File: config.mk
export PLATFORM = sky130hd
export DESIGN_NAME = complex_div_arbiter
export DESIGN_NICKNAME = d
export VERILOG_FILES = /design/src/rtl/complex_div_arbiter.sv
export SDC_FILE = /design/constraint.sdc
export NUM_CORES = 1
export LEC_CHECK = 0
export BUFFER_PORTS_ARGS = -buffer_cell sky130_fd_sc_hd__buf_2
export CAP_MARGIN = 15
export CORE_AREA = 4 4 611 613
export CTS_CLUSTER_DIAMETER = 60
export DETAILED_ROUTE_END_ITERATION = 7
export DIE_AREA = 0 0 615 617
export PLACE_DENSITY = 0.3
export SLEW_MARGIN = 20
export SYNTH_ARGS = -nofsm -noshare
export SYNTH_HDL_FRONTEND = slang
export SYNTH_SLANG_ARGS = --single-unit
File: constraint.sdc
create_clock -name clk_i -period 3.2 [get_ports clk_i]
set_input_delay 0.16 -clock clk_i [delete_from_list [all_inputs] [get_ports clk_i]]
set_output_delay 0.16 -clock clk_i [all_outputs]
set_load 0.01 [all_outputs]
File: src/rtl/complex_div_arbiter.sv
// complex_div_arbiter: shares one complex_div unit between NUM_REQ requesters.
// Issue side is round-robin; the ID of each accepted requester goes into a tag
// FIFO, and in-order results are steered back to the FIFO head's requester.
// Both paths are purely combinational through the arbiter (zero added cycles).
//
// Handshake semantics (all channels): a transfer happens on a rising clk_i edge
// where valid and ready are both 1. valid must not depend on ready; a source
// holds valid and its payload stable until the transfer. ready may depend on
// valid (here req_ready_o depends on the grant, div_out_ready_o on the head tag).
module complex_div_arbiter #(
    parameter int NUM_REQ   = 4,
    parameter int DATA_W    = 64,
    parameter int MAX_OUTST = 8
) (
    input  logic                            clk_i,
    input  logic                            rst_i,
    input  logic                            flush_i,
    input  logic [NUM_REQ*4*DATA_W-1:0]     req_operands_i,
    input  logic [NUM_REQ-1:0]              req_valid_i,
    output logic [NUM_REQ-1:0]              req_ready_o,
    output logic [2*DATA_W-1:0]             rsp_result_o,
    output logic [NUM_REQ-1:0]              rsp_valid_o,
    input  logic [NUM_REQ-1:0]              rsp_ready_i,
    output logic [4*DATA_W-1:0]             div_operands_o,
    output logic                            div_in_valid_o,
    input  logic                            div_in_ready_i,
    input  logic [2*DATA_W-1:0]             div_result_i,
    input  logic                            div_out_valid_i,
    output logic                            div_out_ready_o,
    output logic                            div_flush_o,
    output logic [$clog2(MAX_OUTST):0]      outstanding_o,
    output logic                            err_o,
    output logic                            busy_o
);

    localparam int TW  = (NUM_REQ > 1) ? $clog2(NUM_REQ) : 1;
    localparam int PW  = (MAX_OUTST > 1) ? $clog2(MAX_OUTST) : 1;
    localparam int CW  = $clog2(MAX_OUTST) + 1;
    localparam int OPW = 4 * DATA_W;

    // Round-robin pointer, tag FIFO and in-flight counter
    logic [TW-1:0] rr_ptr_q, rr_ptr_d;
    logic [TW-1:0] tag_mem_q [MAX_OUTST];
    logic [TW-1:0] tag_mem_d [MAX_OUTST];
    logic [PW-1:0] wr_ptr_q, wr_ptr_d;
    logic [PW-1:0] rd_ptr_q, rd_ptr_d;
    logic [CW-1:0] count_q, count_d;
    logic          err_q, err_d;

    // Combinational control
    logic               gnt_found;
    logic [TW-1:0]      gnt_idx;
    logic [NUM_REQ-1:0] grant;
    logic               credit;
    logic               push;
    logic               pop;
    logic               fifo_empty;
    logic               orphan;
    logic [TW-1:0]      head_tag;

    // Requester index base+off, wrapping at NUM_REQ-1 -> 0
    function automatic logic [TW-1:0] wrap_idx(input logic [TW-1:0] base, input int off);
        int sum;
        sum = int'(base) + off;
        if (sum >= NUM_REQ) sum = sum - NUM_REQ;
        return sum[TW-1:0];
    endfunction

    // First valid requester searching upward from rr_ptr
    always_comb begin
        gnt_found = 1'b0;
        gnt_idx   = rr_ptr_q;
        for (int i = 0; i < NUM_REQ; i++) begin
            if (!gnt_found && req_valid_i[wrap_idx(rr_ptr_q, i)]) begin
                gnt_found = 1'b1;
                gnt_idx   = wrap_idx(rr_ptr_q, i);
            end
        end
    end

    // One-hot grant vector and operand mux of the granted requester
    always_comb begin
        grant          = '0;
        div_operands_o = '0;
        if (gnt_found) grant[gnt_idx] = 1'b1;
        for (int i = 0; i < NUM_REQ; i++) begin
            if (gnt_idx == TW'(i)) div_operands_o = req_operands_i[i*OPW +: OPW];
        end
    end

    // Issue/response handshakes; control outputs are held low during reset
    always_comb begin
        fifo_empty      = (count_q == '0);
        head_tag        = tag_mem_q[rd_ptr_q];
        credit          = (count_q < CW'(MAX_OUTST)) && !flush_i;
        div_in_valid_o  = !rst_i && gnt_found && credit;
        req_ready_o     = (!rst_i && credit && div_in_ready_i) ? grant : '0;
        push            = div_in_valid_o && div_in_ready_i;
        rsp_valid_o     = '0;
        if (!rst_i && !flush_i && !fifo_empty && div_out_valid_i) rsp_valid_o[head_tag] = 1'b1;
        // Empty FIFO or flush: results are drained and dropped
        if (rst_i)                       div_out_ready_o = 1'b0;
        else if (fifo_empty || flush_i)  div_out_ready_o = 1'b1;
        else                             div_out_ready_o = rsp_ready_i[head_tag];
        pop             = div_out_valid_i && div_out_ready_o && !fifo_empty && !flush_i;
        orphan          = !rst_i && div_out_valid_i && fifo_empty && !flush_i;
    end

    // Next-state for pointers, tag FIFO, counter and sticky error
    always_comb begin
        rr_ptr_d  = rr_ptr_q;
        tag_mem_d = tag_mem_q;
        wr_ptr_d  = wr_ptr_q;
        rd_ptr_d  = rd_ptr_q;
        count_d   = count_q;
        err_d     = err_q | orphan;
        if (push) rr_ptr_d = wrap_idx(gnt_idx, 1);
        if (flush_i) begin
            // Drop every tag; rr_ptr and err are kept
            rd_ptr_d = wr_ptr_q;
            count_d  = '0;
        end else begin
            if (push) begin
                tag_mem_d[wr_ptr_q] = gnt_idx;
                wr_ptr_d            = wr_ptr_q + 1'b1;
            end
            if (pop) rd_ptr_d = rd_ptr_q + 1'b1;
            case ({push, pop})
                2'b10:   count_d = count_q + 1'b1;
                2'b01:   count_d = count_q - 1'b1;
                default: count_d = count_q;
            endcase
        end
    end

    // State registers with asynchronous reset
    always_ff @(posedge clk_i or posedge rst_i) begin
        if (rst_i) begin
            rr_ptr_q <= '0;
            wr_ptr_q <= '0;
            rd_ptr_q <= '0;
            count_q  <= '0;
            err_q    <= 1'b0;
            for (int i = 0; i < MAX_OUTST; i++) tag_mem_q[i] <= '0;
        end else begin
            rr_ptr_q  <= rr_ptr_d;
            wr_ptr_q  <= wr_ptr_d;
            rd_ptr_q  <= rd_ptr_d;
            count_q   <= count_d;
            err_q     <= err_d;
            tag_mem_q <= tag_mem_d;
        end
    end

    assign rsp_result_o  = div_result_i;
    assign div_flush_o   = flush_i;
    assign outstanding_o = count_q;
    assign err_o         = err_q;
    assign busy_o        = (count_q != '0) || (|req_valid_i);

endmodule

==> flow_summary.yaml <==
status:
  outcome: "complete, no violations"
layout:
  finalNonFillerCells: 8519
  final_layout_size_suffix_gt1_frac: 0.499
  final_nets: 4766
  syn_to_final_growth_pct: 141
  fin_util: 0.0737
critical_path:
  start_kind: "flop"
  r2r_slack_ns: 0.15
  cp_max_fo: 33
  arrival_ns: 3.00
  critPathKind: "flop to output port"
  crit_path_end_kind: "output port"
  cp.required_ns: 3.04
  worstSetupStartpoint: "rr_ptr_q[1]"
  timing.rr.start: "rd_ptr_q[2]"
floorplanning:
  dieHeight_um: 617
  initial_core_util: 0.0305
  rows: 223
  core_um2: 368000
  dieArea_um2: 379000
  die_w_um: 615
  ios: 1566
synthesis:
  netlist_area_um2: 11200
  ys_seq_area_frac: 0.0646
  synthArstFlopShare: 1.00
  synthCells: 2297
  synth_flop_cell: "dfrtp_1"
  syn_nets: 3471
  avgSynthCellArea_um2: 4.89
  synth-seq-cells: 29
  synth-edff-count: 0
  ys_types: 45
  yosysWarnings: 0
timing:
  slew_viol_final: 0
  finClkSkew_ns: 0.00868
  slew-limit-headroom: 0.572
  hold_viol_final: 0
  min_period_ns: 3.16
  tightestPinTransition_ns: 0.638
  grt_setup_unrepaired: "yes"
  setup_viol: 0
  period_share: 0.987
  fmax_mhz: 317
clocking:
  cts_buffer_depth: 2
  ctsRootBufferMaster: "clkbuf_16"
  cts_sinks: 29
  cts_tree: "built"
  insertion_delay_ns: 0.28
  cts_buffers: 5
  ctsHtreeMaxLevel: 2
  path_clk_slew_ns: 0.06
global_route:
  grt_util_all_layers: 0.161
  grt_pass1_wl_mm: 370
  grt_overflow: 0
  grt_pass1_vias: 21400
  use_met1: 0.161
  use_met2: 0.278
  grt_max_degree: 82
  top_usage_layer: "met2"
  antenna_found_initial: 535
  use_met3: 0.119
drt:
  vias: 23700
  wl_per_cell_um: 37.9
  drc: 0
  routed_wl_mm: 323
  dr.pass1.iters: 5
  viasPerCell: 2.78
  drt-initial-drc-count: 1800
  ant_nets: 0
hold_path:
  min_from: "div_out_valid_i"
  hp-class: "input port to flop"
placed_design:
  gp_congestion: 0.956
  hpwl_mm: 302
  dp_cells: 8369
  io_buffers: 1309
power_and_ir_drop:
  p_per_area_nw_per_um2: 823
  p_leak_nw: 11.4
  peakVddDrop_mv: 0.302
run:
  maxCapViolCount: 0
==> placed cells by master (no fill, tap or decap), types with 5 or more instances in the layout <==
cell type	n
a21oi_1	450
a21oi_2	62
a31oi_1	5
buf_12	63
buf_16	22
buf_2	1242
buf_4	247
buf_6	28
buf_8	7
clkbuf_16	13
dfrtp_1	27
diode_2	90
mux2_2	16
mux2i_1	6
nand2_1	519
nand2_2	6
nor2_1	492
nor2_2	33
nor3_1	6
o21ai_0	169
o21ai_1	79
o21ai_2	16
==> routing by layer <==
layer / share of wire / wire [um]
met5: 0.0060 / 1930
met4: 0.024 / 7810
met3: 0.16 / 53100
met2: 0.47 / 151000
met1: 0.34 / 108000
==> state kept, by name, indices dropped and copies added (netlist names) <==
signal	count
err_o	1
rr_ptr_q	2
wr_ptr_q	3
outstanding_o	4
tag_mem_q	16
rd_ptr_q	3
==> cell families after synthesis <==
group                    synth area share
adder cells (fa/ha/maj)            0.0107
XOR/XNOR                          0.00234
AND/OR/NAND/NOR                     0.373
AO/OA/AOI/OAI                       0.359
multiplexers                       0.0317
buffers and inverters               0.158
flip-flops                         0.0646
==> layout make-up <==
type                    instances  area, um^2
clock buffers                   7         143
inverters                       6        22.5
well taps                    4837        6050
fillers                     43900      341000
repair buffers               1623       10700
diodes                         90         225
multi-input cells            1927        9290
flip-flops and latches         29         728
==> worst max-delay path, cell delays in order (launching register included) <==
cell and delay, ns:
dfrtp_1 0.41, or3_1 0.33, o21ai_2 0.09, o31ai_4 0.08, inv_2 0.12, ha_4 0.16
buf_4 0.12, buf_12 0.19, buf_12 0.18, nand2_1 0.06, nor2_1 0.30, a21oi_1 0.07
nor2_1 0.12, a21oi_1 0.09, o21ai_0 0.17, buf_2 0.16
==> per-stage QoR <==
| stage | setup WS [ns] | cell area [um^2] | hold slack, ns | TNS, ns | total power [mW] |
|---|---|---|---|---|---|
| detailed placement | -0.498 | 25000 | 0.180 | -1.52 | 20.0 |
| finish | 0.0409 | 27100 | 0.163 | 0 | 22.3 |
| global route | -0.0789 | 26900 | 0.170 | -2.18 | 24.0 |
| floorplan | 0.124 | 11200 | 0.238 | 0 | 8.13 |
| global placement | -0.581 | 25000 | 0.195 | -4.87 | 20.1 |
| CTS | -0.0320 | 26000 | 0.163 | -0.130 | 21.9 |
==> power breakdown <==
| part | total, mW | switching, mW | internal (mW) |
|---|---|---|---|
| combinational | 21.1 | 12.9 | 8.25 |
| sequential | 0.712 | 0.187 | 0.525 |
| clock | 0.479 | 0.174 | 0.305 |
| total | 22.3 | 13.2 | 9.08 |
==> what timing repair did <==
action / CTS / global route
resized for setup: 150 / 208
endpoints found under the hold margin: 5 / 0
setup endpoints to repair: 230 / 227
pin swaps: 9 / 20
hold buffers: 1 / 0
cloned: 7 / 8
buffers inserted: 27 / 15
==> cells in the mapped netlist, types with 2 or more instances <==
library cell    n  share of area
a211o_1         2         0.0016
a21oi_1       515           0.23
a31oi_1         5         0.0028
and2_1          4         0.0022
buf_1           7         0.0023
buf_2           2        0.00089
buf_4         129          0.086
clkbuf_1      196          0.066
dfrtp_1        29          0.065
ha_1            8         0.0089
inv_1           6         0.0020
mux2_1          3         0.0030
mux2_2         16          0.016
mux2i_1         6         0.0053
mux4_2          3         0.0060
nand2_1       526           0.18
nand2b_1        2         0.0011
nand3_1         3         0.0013
nand3b_1        2         0.0013
nor2_1        529           0.18
nor2b_1         4         0.0022
nor3_1          7         0.0031
nor3b_1         2         0.0013
nor4_1          3         0.0017
o21ai_0       264           0.12
or3_1           4         0.0022
xnor2_1         2         0.0016
==> path summary, 6_finish.rpt <==
check | endpoint | depth (start not counted)
worst max-delay path | div_operands_o[213] | 15
worst min-delay path | err_o | 2
worst max register to register | outstanding_o[3] | 10
worst min register to register | err_o | 1
max in group asynchronous | rd_ptr_q[0] | 4
min in group asynchronous | outstanding_o[0] | 3
Note: power is estimated with default switching activity, not from simulation.
